===== src/rtl/inst_line_cache.sv =====
// rtl/inst_line_cache.sv - direct-mapped instruction cache of 16-byte lines in front of RAM port A
module inst_line_cache #(
   parameter int ADDR_WIDTH  = 17,
   parameter int INDEX_WIDTH = 4,
   parameter int MEM_LATENCY = 1
) (
   input  logic                  clk,
   input  logic                  rst,
   input  logic                  flush,
   input  logic                  req_valid,
   input  logic [ADDR_WIDTH-1:0] req_addr,
   output logic                  req_ready,
   output logic                  resp_valid,
   output logic [31:0]           resp_inst,
   output logic [ADDR_WIDTH-1:0] mem_addr,
   input  logic [127:0]          mem_line
);
   localparam int LINES = 1 << INDEX_WIDTH;
   localparam int TAG_W = ADDR_WIDTH - 4 - INDEX_WIDTH;
   localparam int CNT_W = (MEM_LATENCY > 1) ? $clog2(MEM_LATENCY) : 1;
   localparam logic [CNT_W-1:0] CNT_LAST = CNT_W'(MEM_LATENCY - 1);

   typedef enum logic [1:0] {IDLE, FILL, RESP} state_t;

   state_t                 state;
   logic [LINES-1:0]       valid_q;
   logic [TAG_W-1:0]       tag_q  [LINES];
   logic [127:0]           data_q [LINES];
   logic [CNT_W-1:0]       cnt;
   logic [1:0]             off_q;
   logic [INDEX_WIDTH-1:0] idx_q;
   logic [TAG_W-1:0]       tag_lq;

   logic [1:0]             req_off;
   logic [INDEX_WIDTH-1:0] req_idx;
   logic [TAG_W-1:0]       req_tag;
   logic                   req_hit;
   logic                   accept;
   logic                   fill_done;
   logic                   unused_bits;

   assign req_off     = req_addr[3:2];
   assign req_idx     = req_addr[4+INDEX_WIDTH-1:4];
   assign req_tag     = req_addr[ADDR_WIDTH-1:4+INDEX_WIDTH];
   assign unused_bits = ^req_addr[1:0];
   assign req_hit     = valid_q[req_idx] && (tag_q[req_idx] == req_tag);
   assign accept      = (state == IDLE) && req_valid && !flush;
   assign fill_done   = (state == FILL) && (cnt == CNT_LAST) && !flush;

   // Byte k of a line sits at [127-8k -: 8]; the word is assembled little-endian.
   function automatic logic [31:0] extract(input logic [127:0] line, input logic [1:0] off);
      logic [31:0] w;
      int          o;
      o = int'(off);
      w = '0;
      for (int j = 0; j < 4; j++) begin
         w[8*j +: 8] = line[127 - 8*(4*o + j) -: 8];
      end
      return w;
   endfunction

   always_ff @(posedge clk) begin
      if (!rst && fill_done) begin
         data_q[idx_q] <= mem_line;
         tag_q[idx_q]  <= tag_lq;
      end
   end

   always_ff @(posedge clk) begin
      if (rst) begin
         state      <= IDLE;
         valid_q    <= '0;
         cnt        <= '0;
         resp_valid <= 1'b0;
         resp_inst  <= '0;
         mem_addr   <= '0;
         req_ready  <= 1'b1;
         off_q      <= '0;
         idx_q      <= '0;
         tag_lq     <= '0;
      end else begin
         resp_valid <= 1'b0;
         if (flush) valid_q <= '0;
         case (state)
            IDLE: begin
               if (accept) begin
                  off_q     <= req_off;
                  idx_q     <= req_idx;
                  tag_lq    <= req_tag;
                  req_ready <= 1'b0;
                  if (req_hit) begin
                     resp_inst  <= extract(data_q[req_idx], req_off);
                     resp_valid <= 1'b1;
                     state      <= RESP;
                  end else begin
                     mem_addr <= {req_tag, req_idx, 4'b0000};
                     cnt      <= '0;
                     state    <= FILL;
                  end
               end
            end
            FILL: begin
               // A flush mid-fill drops the line entirely: no write, no response.
               if (flush) begin
                  state     <= IDLE;
                  req_ready <= 1'b1;
               end else if (cnt == CNT_LAST) begin
                  valid_q[idx_q] <= 1'b1;
                  resp_inst      <= extract(mem_line, off_q);
                  resp_valid     <= 1'b1;
                  state          <= RESP;
               end else begin
                  cnt <= cnt + 1'b1;
               end
            end
            RESP: begin
               state     <= IDLE;
               req_ready <= 1'b1;
            end
            default: begin
               state     <= IDLE;
               req_ready <= 1'b1;
            end
         endcase
      end
   end
endmodule


===== config.mk =====
export PLATFORM = sky130hd
export DESIGN_NAME = inst_line_cache
export DESIGN_NICKNAME = d
export VERILOG_FILES = /design/src/rtl/inst_line_cache.sv
export SDC_FILE = /design/constraint.sdc
export NUM_CORES = 2
export LEC_CHECK = 0
export ABC_AREA = 1
export BUFFER_PORTS_ARGS = -buffer_cell sky130_fd_sc_hd__buf_2
export CORE_ASPECT_RATIO = 0.9
export CORE_MARGIN = 10
export CORE_UTILIZATION = 28
export CTS_BUF_LIST = sky130_fd_sc_hd__clkbuf_4
export DETAILED_ROUTE_END_ITERATION = 10
export PLACE_DENSITY_LB_ADDON = 0.2
export SLEW_MARGIN = 10
export SYNTH_ARGS = -nofsm -noshare
export SYNTH_HDL_FRONTEND = slang
export SYNTH_SLANG_ARGS = --single-unit

===== constraint.sdc =====
create_clock -name clk -period 16.1 [get_ports clk]
set_input_delay 1.61 -clock clk [delete_from_list [all_inputs] [get_ports clk]]
set_output_delay 1.61 -clock clk [all_outputs]
set_load 0.02 [all_outputs]

==> metrics.log <==
INFO  metric worst_hold_startpoint = valid_q[8]
INFO  metric syn-mean-instance-area = between 10 and 15 um2
INFO  metric worst_r2r_endpoint = data_q[0][68]
INFO  metric cts_sinks = 2272
INFO  metric clk_transition_reported_paths = ~0.06 ns
INFO  metric power.leakage = 34.7 nW
INFO  metric fmax = ~140 MHz
INFO  metric worst_hold_path.endpoint = valid_q[8]
INFO  metric drt_pass1_iterations = 5
INFO  metric netlist_area = roughly 90000 um2
INFO  metric final_layout_size_suffix_gt1_share = around 16%
INFO  metric post_synth_num_cell_types = 32
INFO  metric dieArea = roughly 350000 um2
INFO  metric endpoint_kind = flop
INFO  metric final_nets = ~7800
INFO  metric placeableCoreArea = 321000 um2
INFO  metric maximum_number_of_buffers_from_clock_root_to_sink = 4
INFO  metric globalplace.congestion = 0.736
INFO  metric critical_path.most_common_cell = buf_4
INFO  metric result_of_the_run = finished, final reports clean
INFO  metric clock_latency = approximately 1.3 ns
INFO  metric tightestPinTransition = around 1.3 ns
INFO  metric remaining_drc_errors = 0
INFO  metric route.final.wire_length = roughly 310000 um
INFO  metric startpoint_type = flop
INFO  metric maxCapViolations = 0
INFO  metric timing.reg2reg.setup_slack = around 8.9 ns
INFO  metric groute.usage.overall = about 17%
INFO  metric via_count_of_the_first_global_routing_pass = 59900
INFO  metric cpLargestDelayFamily = buffers and inverters
INFO  metric grt_max_degree = slightly below 200
INFO  metric r2r-start = state[0]
INFO  metric report.final.hold_viol_count = 0
INFO  metric number_of_resized_instances_in_the_post_cts_repair_step = 0
INFO  metric floorplan.io_pins = 200
INFO  metric post-route-period-util = between 40 and 50%
INFO  metric crit_cells = 9
INFO  metric worst_r2r_path_cells = 9
INFO  metric htree_levels = 6
INFO  metric timing.hold.ws = about 0.46 ns
INFO  metric post_drt_via_cell_ratio = around 5.0
INFO  metric cp_slowest_stage_delay = roughly 1.0 ns
INFO  metric chipHeight = ~560 um
INFO  metric synthesis.instances = ~7300
INFO  metric worstHoldPathType = reg -> reg
INFO  metric nFillCells = approximately 32000
INFO  metric peakVddDrop = about 0.058 mV
INFO  metric synth_top_flop_cell = edfxtp_1
INFO  metric finalCriticalPeriod = 7.21 ns
INFO  metric critPathSlowestCell = nor2_4
INFO  metric cp_data_required_time = roughly 17 ns
INFO  metric timing.critical_path.arrival = between 8 and 9 ns
INFO  metric cp.buffers_inverters = 5
INFO  metric synth.ff_latch_count = ~2300
INFO  metric sequential_cell_area = ~67000 um2
INFO  metric setup_viol = 0
INFO  metric floorplan.rows = slightly below 200
INFO  metric path_max_fanout = 41
INFO  metric critical_path_cell_sequence = inv_1 -> nor2_4 -> inv_2 -> nor2_1 -> nand3_1 -> nor2_4 -> buf_4 -> buf_4 -> buf_4
INFO  metric placed_cell_area = between 90000 and 100000 um2
INFO  metric area.growth.synth_to_final = 14.4%
INFO  metric fp.dieW = slightly above 600 um
INFO  metric cts.repair_timing.setup_buffer_count = 0
INFO  metric port_buffers = about 190
INFO  metric p_per_area = around 120 nW/um2
INFO  metric synth_enable_flop_cells = between 2000 and 2500
INFO  metric synth-async-reset-ratio = 0%
INFO  metric start_util = roughly 28%
INFO  metric ys_seq_area_share = around 75%
INFO  metric drt_initial_violations = around 5500
INFO  metric min_path_cells = 2
INFO  metric route.detailed.wl_per_inst = about 25 um
INFO  metric place_hpwl = approximately 150000 um
INFO  metric final_cell_area = slightly above 100000 um2
INFO  metric routed_antenna_nets = 0
INFO  metric tritoncts = built
INFO  metric placement.setup.worst_slack = roughly 8 ns
INFO  metric critPathKind = reg -> reg
INFO  metric antenna_violations_before_repair = just under 100
INFO  metric grt_pass1_wl = 438000 um
INFO  metric rsz0062_at_grt = no
INFO  metric gr-total-overflow = 0
INFO  metric setup_total_negative_slack = 0 ns
INFO  metric tritoncts.num_buffers = 603
INFO  metric cts_hold_buffers = 0
INFO  metric timing.final.max_slew_violations = 0
INFO  metric maxSlewHeadroom = a little over a tenth
INFO  metric cts_root_buf = clkbuf_4
INFO  metric fin_ws = between 8 and 9 ns
INFO  metric vias = between 60000 and 70000
INFO  metric fin_skew = 0.0876 ns
INFO  metric area_occupied_by_multi_input_gates = between 20000 and 25000 um2
INFO  metric yosysWarningCount = 0
INFO  metric report.power.total = 12.4 mW
[where the power goes]
| part | total [mW] | switching (mW) | internal (mW) | leakage, nW |
|---|---|---|---|---|
| Sequential | 6.51 | 0.0180 | 6.49 | 20.4 |
| Combinational | 0.756 | 0.574 | 0.182 | 9.74 |
| Clock | 5.14 | 2.39 | 2.75 | 4.58 |
| Total | 12.4 | 2.98 | 9.42 | 34.7 |
[through the flow]
stage	cells	utilization, %
3_3_place_gp	11300	29.9
2_1_floorplan	7287	-
4_1_cts	12400	32.2
6_report	12400	32.3
3_5_place_dp	11300	29.9
5_1_grt	12400	32.2
[registers in the layout, summed over array words and instances, names as in the netlist]
name        cells
tag_q         144
data_q       2048
state           2
idx_q           4
valid_q        16
resp_valid      1
resp_inst      32
tag_lq          9
off_q           2
req_ready       1
mem_addr       13
[cells in the final DEF, fill, tap and decap left out, types with 2 or more instances in the layout]
cell type and n:
a211oi_1 9, a21oi_1 39, buf_12 16, buf_2 188, buf_4 95, buf_8 4, bufinv_16 11, clkbuf_4 917
clkinv_1 72, clkinv_2 8, clkinvlp_4 6, conb_1 4, dfxtp_1 78, dfxtp_4 2, diode_2 20, edfxtp_1 2192
inv_1 60, inv_2 20, inv_8 4, mux2i_1 20, nand2_1 1060, nand3_1 548, nand3b_1 8, nor2_1 1125
nor2_2 2, nor2_4 16, nor4_4 2, o211ai_1 7, o21ai_0 1034, o21ai_1 10, o221ai_1 101, o22ai_1 413
o31ai_1 4, o32ai_1 12
[cells by family after synthesis]
| family | count (synthesis) | synth area share, % |
|---|---|---|
| buffers and inverters | 597 | 2.78 |
| other | 1 | 0.00415 |
| muxes | 20 | 0.221 |
| AOI/OAI and AO/OA | 1630 | 10.1 |
| DFF | 2272 | 74.6 |
| and+or+nand+nor | 2764 | 12.3 |
[cell usage after synthesis, types with 12 or more instances]
cell type  count  area, um2
edfxtp_1    2192      65800
nor2_1      1141       4280
nand2_1     1060       3980
o21ai_0     1034       5170
nand3_1      548       2740
o22ai_1      413       2580
clkbuf_1     336       1260
buf_2        109        546
o221ai_1     101        885
dfxtp_1       80       1600
inv_1         62        233
buf_1         49        184
a21oi_1       39        195
buf_4         26        195
mux2i_1       20        200
o32ai_1       12        105
[metal layers]
metal / global-route usage, % / share of wire, %
met1: 23.7 / 45
met2: 27.0 / 46
met3: 3.84 / 7.1
met4: 4.45 / 2.3
met5: 0 / 0.12
[layout make-up]
cell class	count	share of cell area [%]
multi-input combinational	4418	19.9
clock buffer	917	6.66
tap	4278	5.18
inverter	72	0.293
antenna	20	0.0484
timing repair buffer	303	1.97
sequential	2272	65.2
clock inverter	111	0.719
[worst register-to-register path, stage by stage (launching register included)]
cell and delay (ns):
dfxtp_1 0.55, inv_1 0.13, nor2_4 1.00, inv_2 0.60, nor2_1 0.39, nand3_1 0.49, nor2_4 1.03, buf_4 0.86
buf_4 0.87, buf_4 0.86
[how the worst max path moves through the flow]
stage / slack, ns / end / startpoint
floorplan: 5.60 / data_q[3][0] / rst
global placement: 8.10 / data_q[0][107] / rst
detailed placement: 8.16 / data_q[0][107] / rst
CTS: 8.77 / data_q[0][68] / state[0]
global route: 8.68 / data_q[0][68] / state[0]
finish: 8.89 / data_q[0][68] / state[0]
Power figures use the tool's default switching activity.
